--- src/rtl/tri_fetch_if.sv ---
// rtl/tri_fetch_if.sv - triangle fetch bus: frame control, vertex BRAM read port, triangle valid/ready output
interface tri_fetch_if #(
  parameter int NUM_TRI = 2048,
  parameter int P_WIDTH = 16,
  parameter int TRI_W   = $clog2(NUM_TRI),
  parameter int ADDR_W  = $clog2(3 * NUM_TRI)
);
  logic                                start_in;
  logic [TRI_W:0]                      num_tri_in;
  logic [ADDR_W-1:0]                   addr_out;
  logic signed [2:0][P_WIDTH-1:0]      data_in;
  logic                                valid_out;
  logic                                ready_in;
  logic [TRI_W-1:0]                    tri_id_out;
  logic signed [2:0][2:0][P_WIDTH-1:0] P_out;
  logic                                busy_out;
  logic                                frame_done_out;

  modport master (
    input  start_in, num_tri_in, data_in, ready_in,
    output addr_out, valid_out, tri_id_out, P_out, busy_out, frame_done_out
  );

  modport slave (
    output start_in, num_tri_in, data_in, ready_in,
    input  addr_out, valid_out, tri_id_out, P_out, busy_out, frame_done_out
  );
endinterface

--- src/rtl/tri_fetch.sv ---
// rtl/tri_fetch.sv - walks triangles 0..n-1, reads three vertex words each from BRAM, presents them on valid/ready
module tri_fetch #(
  parameter int NUM_TRI      = 2048,
  parameter int P_WIDTH      = 16,
  parameter int BRAM_LATENCY = 2
) (
  input  logic        clk_in,
  input  logic        rst_in,
  tri_fetch_if.master bus
);
  localparam int TRI_W  = $clog2(NUM_TRI);
  localparam int ADDR_W = $clog2(3 * NUM_TRI);
  localparam logic [TRI_W:0] NUM_TRI_C = (TRI_W + 1)'(NUM_TRI);

  typedef enum logic [1:0] {S_IDLE, S_FETCH, S_WAIT, S_HOLD} state_t;

  state_t                              state_q, state_d;
  logic [TRI_W:0]                      n_q, n_d;
  logic [TRI_W-1:0]                    tri_id_q, tri_id_d;
  logic [ADDR_W-1:0]                   base_q, base_d;
  logic [ADDR_W-1:0]                   addr_q, addr_d;
  logic [1:0]                          fslot_q, fslot_d;
  logic [BRAM_LATENCY-1:0]             vld_sr_q, vld_sr_d;
  logic [BRAM_LATENCY-1:0][1:0]        slot_sr_q, slot_sr_d;
  logic signed [2:0][2:0][P_WIDTH-1:0] p_q, p_d;
  logic                                valid_q, valid_d;
  logic                                done_q, done_d;

  logic           issue;
  logic [1:0]     issue_slot;
  logic [TRI_W:0] n_clamp;
  logic           ret_vld;
  logic [1:0]     ret_slot;
  logic           last_ret;
  logic           last_tri;

  // Stage 0 of the return pipe is aligned with the address currently on addr_out.
  assign ret_vld  = vld_sr_q[BRAM_LATENCY-1];
  assign ret_slot = slot_sr_q[BRAM_LATENCY-1];
  assign last_ret = ret_vld && (ret_slot == 2'd2);
  assign last_tri = ({1'b0, tri_id_q} == (n_q - (TRI_W + 1)'(1)));

  always_ff @(posedge clk_in) begin
    if (rst_in) begin
      state_q <= S_IDLE;
    end else begin
      state_q <= state_d;
    end
  end

  always_comb begin
    state_d    = state_q;
    n_d        = n_q;
    tri_id_d   = tri_id_q;
    base_d     = base_q;
    addr_d     = addr_q;
    fslot_d    = fslot_q;
    p_d        = p_q;
    valid_d    = valid_q;
    done_d     = 1'b0;
    issue      = 1'b0;
    issue_slot = 2'd0;
    n_clamp    = (bus.num_tri_in > NUM_TRI_C) ? NUM_TRI_C : bus.num_tri_in;

    if (ret_vld) begin
      p_d[ret_slot] = bus.data_in;
    end

    case (state_q)
      S_IDLE: begin
        if (bus.start_in) begin
          n_d      = n_clamp;
          tri_id_d = '0;
          base_d   = '0;
          if (n_clamp == '0) begin
            done_d = 1'b1;
          end else begin
            state_d = S_FETCH;
            addr_d  = '0;
            fslot_d = 2'd0;
            issue   = 1'b1;
          end
        end
      end
      S_FETCH: begin
        if (fslot_q != 2'd2) begin
          addr_d     = addr_q + ADDR_W'(1);
          fslot_d    = fslot_q + 2'd1;
          issue      = 1'b1;
          issue_slot = fslot_q + 2'd1;
        end else if (last_ret) begin
          // Single-cycle BRAM: slot 2 returns while its address is still on the bus.
          state_d = S_HOLD;
          valid_d = 1'b1;
        end else begin
          state_d = S_WAIT;
        end
      end
      S_WAIT: begin
        if (last_ret) begin
          state_d = S_HOLD;
          valid_d = 1'b1;
        end
      end
      S_HOLD: begin
        if (bus.ready_in) begin
          valid_d = 1'b0;
          if (last_tri) begin
            done_d  = 1'b1;
            state_d = S_IDLE;
          end else begin
            tri_id_d = tri_id_q + TRI_W'(1);
            base_d   = base_q + ADDR_W'(3);
            addr_d   = base_q + ADDR_W'(3);
            fslot_d  = 2'd0;
            issue    = 1'b1;
            state_d  = S_FETCH;
          end
        end
      end
      default: state_d = S_IDLE;
    endcase

    vld_sr_d     = vld_sr_q;
    slot_sr_d    = slot_sr_q;
    vld_sr_d[0]  = issue;
    slot_sr_d[0] = issue_slot;
    for (int i = 1; i < BRAM_LATENCY; i++) begin
      vld_sr_d[i]  = vld_sr_q[i-1];
      slot_sr_d[i] = slot_sr_q[i-1];
    end
  end

  always_ff @(posedge clk_in) begin
    if (rst_in) begin
      n_q       <= '0;
      tri_id_q  <= '0;
      base_q    <= '0;
      addr_q    <= '0;
      fslot_q   <= '0;
      vld_sr_q  <= '0;
      slot_sr_q <= '0;
      p_q       <= '0;
      valid_q   <= 1'b0;
      done_q    <= 1'b0;
    end else begin
      n_q       <= n_d;
      tri_id_q  <= tri_id_d;
      base_q    <= base_d;
      addr_q    <= addr_d;
      fslot_q   <= fslot_d;
      vld_sr_q  <= vld_sr_d;
      slot_sr_q <= slot_sr_d;
      p_q       <= p_d;
      valid_q   <= valid_d;
      done_q    <= done_d;
    end
  end

  assign bus.addr_out       = addr_q;
  assign bus.valid_out      = valid_q;
  assign bus.tri_id_out     = tri_id_q;
  assign bus.P_out          = p_q;
  assign bus.busy_out       = (state_q != S_IDLE);
  assign bus.frame_done_out = done_q;
endmodule

--- src/flat_wrapper.sv ---
// flat-port wrapper written by rule: the top's interface ports become plain ports
module tri_fetch_flat 
#(
  parameter int NUM_TRI      = 2048,
  parameter int P_WIDTH      = 16,
  parameter int BRAM_LATENCY = 2
)
  (clk_in, rst_in, bus_start_in, bus_num_tri_in, bus_data_in, bus_ready_in, bus_addr_out, bus_valid_out, bus_tri_id_out, bus_P_out, bus_busy_out, bus_frame_done_out);
  tri_fetch_if #(.NUM_TRI(NUM_TRI), .P_WIDTH(P_WIDTH)) bus_i ();
  input  logic clk_in;
  input  logic rst_in;
  input wire logic [$bits(bus_i.start_in)-1:0] bus_start_in;
  input wire logic [$bits(bus_i.num_tri_in)-1:0] bus_num_tri_in;
  input wire logic [$bits(bus_i.data_in)-1:0] bus_data_in;
  input wire logic [$bits(bus_i.ready_in)-1:0] bus_ready_in;
  output wire logic [$bits(bus_i.addr_out)-1:0] bus_addr_out;
  output wire logic [$bits(bus_i.valid_out)-1:0] bus_valid_out;
  output wire logic [$bits(bus_i.tri_id_out)-1:0] bus_tri_id_out;
  output wire logic [$bits(bus_i.P_out)-1:0] bus_P_out;
  output wire logic [$bits(bus_i.busy_out)-1:0] bus_busy_out;
  output wire logic [$bits(bus_i.frame_done_out)-1:0] bus_frame_done_out;
  assign bus_i.start_in = bus_start_in;
  assign bus_i.num_tri_in = bus_num_tri_in;
  assign bus_i.data_in = bus_data_in;
  assign bus_i.ready_in = bus_ready_in;
  assign bus_addr_out = bus_i.addr_out;
  assign bus_valid_out = bus_i.valid_out;
  assign bus_tri_id_out = bus_i.tri_id_out;
  assign bus_P_out = bus_i.P_out;
  assign bus_busy_out = bus_i.busy_out;
  assign bus_frame_done_out = bus_i.frame_done_out;
  tri_fetch #(.NUM_TRI(NUM_TRI), .P_WIDTH(P_WIDTH), .BRAM_LATENCY(BRAM_LATENCY)) u_core (.clk_in(clk_in), .rst_in(rst_in), .bus(bus_i));
endmodule
--- config.mk ---
export PLATFORM = sky130hd
export DESIGN_NAME = tri_fetch_flat
export DESIGN_NICKNAME = d
export VERILOG_FILES = /design/src/rtl/tri_fetch_if.sv /design/src/rtl/tri_fetch.sv /design/src/flat_wrapper.sv
export SDC_FILE = /design/constraint.sdc
export NUM_CORES = 1
export LEC_CHECK = 0
export CAP_MARGIN = 30
export CORE_ASPECT_RATIO = 1.4
export CORE_UTILIZATION = 44
export CTS_CLUSTER_SIZE = 8
export DETAILED_ROUTE_END_ITERATION = 7
export PLACE_DENSITY_LB_ADDON = 0.3
export SETUP_SLACK_MARGIN = 0.5
export SYNTH_ARGS = -nofsm -noshare
export SYNTH_HDL_FRONTEND = slang
export SYNTH_SLANG_ARGS = --single-unit
--- constraint.sdc ---
create_clock -name clk_in -period 2.41 [get_ports clk_in]
set_input_delay 0.482 -clock clk_in [delete_from_list [all_inputs] [get_ports clk_in]]
set_output_delay 0.482 -clock clk_in [all_outputs]
set_load 0.02 [all_outputs]
==> impl_results.md <==
- H-tree depth: 1
- Yosys cell types: 57
- Leakage power: 5.13 nW
- Die outline width: 120 um
- R2R cell count: 12
- CTS tree: done
- Num rows: 59
- Global placement routability congestion: 0.850
- Routed vias: 8688
- Fmax: approximately 380 MHz
- HPWL Detailed: 17800 um
- Initial DRC count: around 470
- Critical Path RT: 2.85 ns
- Largest net degree at the start of global routing: 63
- Chip height: 167 um
- ANT nets after route: 0
- FFs w/ async S/R, synth: 0%
- I/O Buffers: about 230
- Failing checks: setup timing
- Final period utilization: 110%
- Synth area leaders: dfxtp_1 48%, nand2_1 14%, a21oi_1 11%, clkbuf_1 2.7%, nand3_1 1.7%
- Mux share of post-synthesis cell area: 0.734%
- CP peak stage delay: 0.40 ns
- Synth Area in Adders: 1.47%
- Leading cell type in the layout, fill and taps excluded: nand2_1
- Post-synthesis cell count: 1090
- Post-synth EDFFs: 0
- Mapped Nets: between 1000 and 1500
- Drt wl/cell: 16.4 um
- Latest clock arrival within the worst-skew pair: 0.51 ns
- CTS Buf Count: 29
- Status: finished with violations
- Most frequent cells in the layout: 316 x nand2_1, 200 x dfxtp_1, 186 x a21oi_1
- Pwr dens: 781 nW/um^2
- Synth Flop Type: dfxtp_1
- Critical path endpoint: u_core.bus.tri_id_out[9]
- RR Startpoint: u_core.n_q[0]
- GRT Util Overall: 25.1%
- Area growth syn-to-layout: 46.0%
- Clk buf depth: 3
- Die area: 20000 sq um
- GRT Residual Overflow: 0
- Worst setup path start: u_core.n_q[0]
- Mapped Area: between 8000 and 9000 sq um
- Crit path launch type: register
- Place WS: -0.409 ns
- Tightest Pin Transition: roughly 0.66 ns
- Placed insts: roughly 1600
- Final Routed Wirelength: 26300 um
- Slew headroom: 56.1%
- Warnings, synthesis: 0
- Clock slew at reported path FFs: 0.05 ns
- Worst VDD drop: 0.658 mV
- Synthesized flop and latch total: 205
- Crit-path max FO: 5
- Vias in the first global route: just over 8000
- Synth area leader: dfxtp_1
- Post-synthesis compound-gate area fraction: 18.4%
- RSZ-0062 raised after global routing: true
- Endpoint type of the worst setup path: register
- Max Clock Skew: 0.0106 ns
- Final setup fails: 37
- Sequential fraction of the synthesis area: between 40% and 50%
- Post-CTS Hold Fix Bufs: 0
- Flop-to-flop setup slack: -0.23 ns
- Synth Area in XOR/XNOR: 2.52%
- Diode count: 0
- Final hold violation count: 0
- Simple-Gate Fraction of Synth Area: 24.2%
- # nets final: 1437
- Layout cells sized above 1: 13.3%
- Clk sinks: around 200
- Min-Delay Path Class: primary input to register
- Slowest CP cell: or3b_4
- R2r endpoint: u_core.bus.tri_id_out[9]
- Area of the core: between 15000 and 20000 sq um
- DRT Pass-1 Iters: 5
- Max-slew violation count: 0
- Initial antenna violation count: 0
- First-pass GRT wire length: 41100 um
- Worst-path cell chain: inv_2, ha_4, or3b_4, buf_4, o21ai_2, a21oi_4, o2111ai_4, buf_4, o311ai_1, buf_4, or3_1, a21oi_1
- Via/cell ratio: 5.41
- Fillers: about 1700
- Root Driver: clkbuf_16
- Critical path class: register to register
- I/O pin count: 235
- Finished Layout Cells: 1607
- Syn avg cell area: 7.82 sq um
- Initial core utilization: 45.5%
- Final Critical Period: 2.64 ns
- Drc violations: 0
- CP arrival: 3.08 ns
- Main combinational cell family by area after synthesis: simple AND/OR/NAND/NOR gates
- Final WS setup: -0.230 ns
- MaxCap Viol Count: 0
- Area share of the largest cell type after synthesis: about half
- Crit path top cell by count: buf_4
## Yosys cell counts, types with 3 or more instances
cell type  number
a211oi_1        3
a21o_1          5
a21oi_1       189
a22oi_1         5
a31oi_1         9
a32oi_1         4
and3_1          9
buf_1           9
buf_2           3
clkbuf_1       61
dfxtp_1       205
ha_1           10
inv_1          23
mux2i_1         4
nand2_1       316
nand2b_1        7
nand3_1        29
nand3b_1        5
nor2_1         36
nor2b_1         5
nor3_1         13
nor3b_1        11
nor4_1          4
o211ai_1        3
o21ai_0        25
o22ai_1         4
o311ai_0        3
o31ai_1        10
o32ai_1         6
or2_2           3
or3_1          11
or4_1           9
xnor2_1        14
xor2_1          8
## layout make-up
cell class                 instances  area (sq um)  share of cell area, %
clock buffer                      30           729                   5.86
tap                              244           305                   2.45
inverter                          24           101                  0.814
multi-input combinational        786          4360                   35.0
sequential                       205          4120                   33.1
clock inverter                     1          5.00                 0.0402
timing repair buffer             317          2830                   22.8
## registers in the layout, indices dropped and copies added (netlist names)
register	cells
u_core.bus.P_out	144
u_core.base_q	13
u_core.bus.addr_out	13
u_core.n_q	12
u_core.bus.tri_id_out	11
u_core.fslot_q	2
u_core.ret_slot	2
u_core.slot_sr_d	2
u_core.state_q	2
u_core.vld_sr_q	2
u_core.bus.frame_done_out	1
u_core.bus.valid_out	1
## worst max-delay path: cells and delay by family (launching register included)
family | cells | cell delay [ns]
AOI/OAI and AO/OA | 5 | 0.85
adders and majority gates | 1 | 0.12
buffers and inverters | 4 | 0.56
DFF | 1 | 0.34
and+or+nand+nor | 2 | 0.70
## power breakdown
group / total (W) / switching, W / internal [W] / leakage (nW)
sequential: 0.00371 / 0.000118 / 0.00359 / 1.66
combinational: 0.00260 / 0.00152 / 0.00108 / 3.11
clock: 0.00341 / 0.00132 / 0.00209 / 0.362
total: 0.00972 / 0.00296 / 0.00676 / 5.13
## what timing repair did
item | 4_1_cts | 5_1_grt
resized for setup | 219 | 43
endpoints found under the setup margin | 213 | 47
endpoints found under the hold margin | 0 | 0
pin swaps | 19 | 10
cloned | 1 | 0
buffers inserted | 7 | 4
## kinds of logic (layout without fill, tap and decap cells)
kind of cell	count (synthesis)	count (layout)
AOI/OAI and AO/OA	277	277
xor gates and xnor gates	23	23
adders and majority gates	10	10
buffers and inverters	99	372
DFF	205	205
muxes	6	6
and+or+nand+nor	470	470
## worst min-delay path by stage
| stage | startpoint | end | slack (ns) | depth (start not counted) |
|---|---|---|---|---|
| floorplan | u_core.slot_sr_d[2] | u_core.ret_slot[0] | 0.41 | 1 |
| global placement | u_core.slot_sr_d[2] | u_core.ret_slot[0] | 0.42 | 1 |
| detailed placement | u_core.slot_sr_d[2] | u_core.ret_slot[0] | 0.43 | 1 |
| CTS | rst_in | u_core.bus.addr_out[1] | 0.27 | 2 |
| global route | rst_in | u_core.bus.addr_out[1] | 0.30 | 2 |
| finish | rst_in | u_core.bus.addr_out[1] | 0.30 | 2 |
## per-layer routing
layer	GRT usage [%]	vias up	wire (um)
li1	-	4238	-
met1	27.6	4096	10100
met2	46.3	281	13800
met3	3.53	73	1320
met4	12.8	0	1150
met5	0	-	0
## metrics by stage
step / total power (W) / hold WS (ns) / cell area [sq um] / TNS [ns] / utilization, %
6_report: 0.00972 / 0.302 / 12500 / -6.11 / 66.4
5_1_grt: 0.0102 / 0.297 / 12500 / -9.29 / 66.4
4_1_cts: 0.00964 / 0.274 / 12200 / -6.15 / 65.3
3_5_place_dp: 0.00615 / 0.425 / 11600 / -8.07 / 61.6
3_3_place_gp: 0.00610 / 0.423 / 11600 / -6.57 / 61.6
2_1_floorplan: 0.00515 / 0.414 / 8630 / -0.417 / -
No activity file was read; power rests on OpenSTA's default activity.
